===== src/rtl/mem_arbiter.sv =====
// Round-robin arbiter that puts instruction fetch (I) and load/store (D) requests
// in front of the byte-serial memory controller and returns each result to the requester that issued it.
module mem_arbiter #(
   parameter int ADDR_W  = 32,
   parameter bit D_FIRST = 1'b1
) (
   input  logic              clk_in,
   input  logic              rst_n_in,
   input  logic              rdy_in,
   input  logic              i_valid,
   input  logic [ADDR_W-1:0] i_addr,
   input  logic              i_flush,
   output logic              i_ready,
   output logic [31:0]       i_res,
   input  logic              d_valid,
   input  logic              d_wr,
   input  logic [ADDR_W-1:0] d_addr,
   input  logic [2:0]        d_len,
   input  logic [31:0]       d_data,
   output logic              d_ready,
   output logic [31:0]       d_res,
   output logic              mc_valid,
   output logic              mc_wr,
   output logic [ADDR_W-1:0] mc_addr,
   output logic [2:0]        mc_len,
   output logic [31:0]       mc_data,
   input  logic              mc_ready,
   input  logic [31:0]       mc_res
);

   // state  | meaning
   // IDLE   | no transaction open; arbitrate between eligible requesters
   // BUSY_I | fetch presented to controller, waiting for mc_ready
   // BUSY_D | load/store presented to controller, waiting for mc_ready
   typedef enum logic [1:0] {IDLE, BUSY_I, BUSY_D} state_t;

   // last_grant: 1 = D was granted most recently, 0 = I
   localparam logic LAST_GRANT_RST = ~D_FIRST;

   state_t state;
   logic   last_grant;
   logic   drop;
   logic   i_elig;
   logic   d_elig;
   logic   grant_i;
   logic   grant_d;

   assign i_elig  = i_valid & ~i_flush;
   assign d_elig  = d_valid;
   assign grant_d = d_elig & (~i_elig | ~last_grant);
   assign grant_i = i_elig & ~grant_d;

   assign i_ready = mc_ready & (state == BUSY_I) & ~drop & ~i_flush & rdy_in;
   assign d_ready = mc_ready & (state == BUSY_D) & rdy_in;
   assign i_res   = i_ready ? mc_res : 32'd0;
   assign d_res   = d_ready ? mc_res : 32'd0;

   always_ff @(posedge clk_in or negedge rst_n_in) begin
      if (!rst_n_in) begin
         state      <= IDLE;
         mc_valid   <= 1'b0;
         mc_wr      <= 1'b0;
         mc_addr    <= '0;
         mc_len     <= 3'd0;
         mc_data    <= 32'd0;
         drop       <= 1'b0;
         last_grant <= LAST_GRANT_RST;
      end else if (rdy_in) begin
         case (state)
            IDLE: begin
               if (grant_d) begin
                  mc_wr      <= d_wr;
                  mc_addr    <= d_addr;
                  mc_len     <= d_len;
                  mc_data    <= d_data;
                  last_grant <= 1'b1;
                  drop       <= 1'b0;
                  mc_valid   <= 1'b1;
                  state      <= BUSY_D;
               end else if (grant_i) begin
                  mc_wr      <= 1'b0;
                  mc_addr    <= i_addr;
                  mc_len     <= 3'b010;
                  mc_data    <= 32'd0;
                  last_grant <= 1'b0;
                  drop       <= 1'b0;
                  mc_valid   <= 1'b1;
                  state      <= BUSY_I;
               end
            end
            BUSY_I: begin
               // a flushed fetch still runs to completion; only its response is suppressed
               if (i_flush) drop <= 1'b1;
               if (mc_ready) begin
                  mc_valid <= 1'b0;
                  state    <= IDLE;
               end
            end
            BUSY_D: begin
               if (mc_ready) begin
                  mc_valid <= 1'b0;
                  state    <= IDLE;
               end
            end
            default: begin
               mc_valid <= 1'b0;
               state    <= IDLE;
            end
         endcase
      end
   end

endmodule


===== config.mk =====
export PLATFORM = sky130hd
export DESIGN_NAME = mem_arbiter
export DESIGN_NICKNAME = d
export VERILOG_FILES = /design/src/rtl/mem_arbiter.sv
export SDC_FILE = /design/constraint.sdc
export NUM_CORES = 1
export LEC_CHECK = 0
export ABC_AREA = 0
export CORE_AREA = 2 2 108 110
export DETAILED_ROUTE_END_ITERATION = 10
export DIE_AREA = 0 0 110 112
export PLACE_DENSITY = 0.86
export RECOVER_POWER = 25
export REMOVE_ABC_BUFFERS = 1
export SLEW_MARGIN = 10
export SYNTH_ARGS = -nofsm -noshare
export SYNTH_HDL_FRONTEND = slang
export SYNTH_SLANG_ARGS = --single-unit
export TNS_END_PERCENT = 10

===== constraint.sdc =====
create_clock -name clk_in -period 2.4 [get_ports clk_in]
set_clock_uncertainty 0.1 [all_clocks]
set_input_delay 0.72 -clock clk_in [delete_from_list [all_inputs] [get_ports clk_in]]
set_output_delay 0.72 -clock clk_in [all_outputs]
set_load 0.01 [all_outputs]

==> run summary <==
Status - finished with violations
Failing checks - setup timing
I/O Buffers - 273
Non-Filler Instances - 786
Nets@finish - 780
Hold WC Path Type - reg -> reg
Buf/Inv on CP - 2
Starting Density - 0.311
CP Capture Type - output port
Crit path to - d_res[13]
CP Cell Sequence - buf_4 > ha_4 > and3_2 > and2_1 > clkdlybuf4s15_2
Total gr overflow - 0
First-pass GRT wire length - 19400 um
EDFF count, synth - 0
Synth area leader - dfrtp_1
Hold path depth - 1
Clock Pin Slew Worst Setup and Hold Paths - 60 ps
CP Data Arrival Time - 1690 ps
Die Y - 112 um
Yosys top cell area share - 0.525
CTS Buffer Depth - 2
Cell count after synthesis - 361
Synth Flop Type - dfrtp_1
Final slew viol count - 0
# H-tree levels - 3
Final Setup Violations - 46
Netlist cell types - 27
Design area - 6620 um2
Vias in the first global route - 3952
Post-Place Cells - 768
Syn. warnings - 0
Worst-Skew Late Latency - 330 ps
WL final - 12500 um
Boundary Pins - 274
Routed len/inst - 15.9 um
Placed cell area - 6490 um2
Final min period - 2510 ps
Part of the Yosys area used for sequential elements - 0.525
Floorplan Core Area - 11200 um2
CTS tree - built
Cell row count - 39
Critical Path RT - 1580 ps
Routed Antenna Nets - 0
Critical setup path kind - reg -> out
R2R depth - 9
TritonRoute pass-1 iters - 4
Worst slew pin tran - 1480 ps
Gp weighted congestion - 0.792
Crit Path Max Fanout - 8
Fin crit share - 1.05
Clk sink count - 73
Hpwl dp - 9270 um
RSZ-0062 raised after global routing - true
Top post-synthesis cells by area - dfrtp_1 (52%), and2_1 (12%), a22o_1 (8.8%), nand2_1 (7.1%), a31oi_1 (5.9%)
Critical Path Start Type - register
Final WS setup - -112 ps
Tot Pwr - 6.62 mW
Slew HR - 0.0151
Share of layout cells above drive strength 1 - 0.184
CP startpoint - state[1]
Post-Syn Area per Cell - 9.64 um2
Area grow syn2layout - 90.3%
Inserted Diodes - 0
Die area - 12300 um2
Die Wd - 110 um
Fillers - 955
Post-synth ARST share - 1.00
Antenna violations before repair - 0
Delay-heaviest family, CP - simple AND/OR/NAND/NOR gates
P_leak - 2.98 nW
RR Endpoint - mc_addr[1]
Via Count - 3808
Crit path largest cell delay - 390 ps
All-Layer GR Usage - 0.201
Total CTS buffers - 9
Starting DRC count in detailed routing - 160
Power Density - 1000 nW/um2
Largest net degree at the start of global routing - 66
Critical Path Stages - 5
Yosys reg bits - 73
R2R setup slack - 390 ps
Residual DRC count - 0
Vias per cell - 4.84
Endpoints failing hold - 0
CTS Hold Bufs - 0
Worst hold slack - 396 ps
Mapped cell area - 3480 um2
FF-to-FF Start - state[0]
Worst path slowest cell - dfrtp_1
F_max - 0.398 GHz
Clock root cell - clkbuf_16
Max VDD drop - 0.585 mV
Max-Cap Viols - 0
[worst min path at each step]
stage,startpoint,endpoint,slack [ps]
after global placement,last_grant,last_grant,360
after floorplan,rst_n_in,drop,320
after CTS,rst_n_in,mc_data[1],200
after global routing,mc_data[4],mc_data[4],420
after detailed placement,mc_valid,mc_valid,380
final,mc_valid,mc_valid,400
[routing by layer]
metal / vias to the layer above / part of all wire / wire (um) / track usage
met4: 0 / 0.046 / 577 / 0.127
met5: - / 0 / 0 / 0
met3: 44 / 0.093 / 1160 / 0.0480
met1: 1773 / 0.34 / 4280 / 0.208
li1: 1788 / - / - / -
met2: 203 / 0.52 / 6490 / 0.354
[report_power, final]
group	total [mW]	switching [mW]	leakage [nW]	internal [mW]
Combinational	3.03	1.28	1.95	1.76
Sequential	2.12	0.325	0.877	1.79
Clock	1.47	0.525	0.159	0.942
Total	6.62	2.13	2.98	4.50
[state kept, by name (all words and copies together) (netlist names)]
name and flops:
state 2, mc_data 32, last_grant 1, mc_addr 32
mc_valid 1, drop 1, mc_len 3, mc_wr 1
[layout by cell type, fill, tap and decap left out, types with 2 or more instances in the layout]
| cell | instances |
|---|---|
| clkdlybuf4s50_1 | 203 |
| dfrtp_1 | 73 |
| nand2_1 | 66 |
| and2_1 | 62 |
| buf_2 | 49 |
| a22o_1 | 35 |
| nor2_1 | 33 |
| a31oi_1 | 33 |
| clkdlybuf4s15_2 | 13 |
| buf_4 | 11 |
| clkbuf_16 | 9 |
| buf_6 | 6 |
| buf_12 | 5 |
| and2_4 | 4 |
| inv_2 | 2 |
| and3_4 | 2 |
| inv_1 | 2 |
| a21o_1 | 2 |
| ha_4 | 2 |
| bufinv_16 | 2 |
| clkbuf_2 | 2 |
[logic make-up (layout without fill, tap and decap cells)]
kind of cell / after synthesis / count (layout) / share of synthesized area
AOI/OAI and AO/OA: 77 / 77 / 0.167
muxes: 1 / 1 / 0.00288
adders and majority gates: 3 / 3 / 0.0108
DFF: 73 / 73 / 0.525
buffers and inverters: 32 / 312 / 0.0489
and+or+nand+nor: 175 / 177 / 0.246
[cells in the mapped netlist, types with 2 or more instances]
cell and number:
inv_1 4, ha_1 3, a31oi_1 33, nand2_1 66
buf_6 5, clkbuf_1 13, a21o_1 2, dfrtp_1 73
and3_1 2, and2_1 65, a22o_1 35, buf_2 10
nor2_1 35, a21oi_1 2
[per-stage QoR]
step / setup WS (ps) / utilization / TNS [ps]
3_5_place_dp: -829 / 0.581 / -53170
4_1_cts: -161 / 0.597 / -6250
3_3_place_gp: -791 / 0.581 / -50400
6_report: -112 / 0.593 / -2190
5_1_grt: -157 / 0.593 / -7000
2_1_floorplan: -1350 / - / -71970
[what timing repair did]
action                     4_1_cts  5_1_grt
setup endpoints to repair       66       66
cloned                           2        1
buffers inserted                 2        0
pin swaps                       11        9
gates resized for setup        264       16
[layout make-up]
type                       count  area, um2  share of cell area
multi-input combinational    258       1560               0.236
tap                          143        179              0.0270
clock buffer                  10        239              0.0361
inverter                       4       15.0             0.00227
sequential                    73       1830               0.276
clock inverter                 6       90.1              0.0136
timing repair buffer         292       2710               0.409
Note: power is estimated with default switching activity, not from simulation.
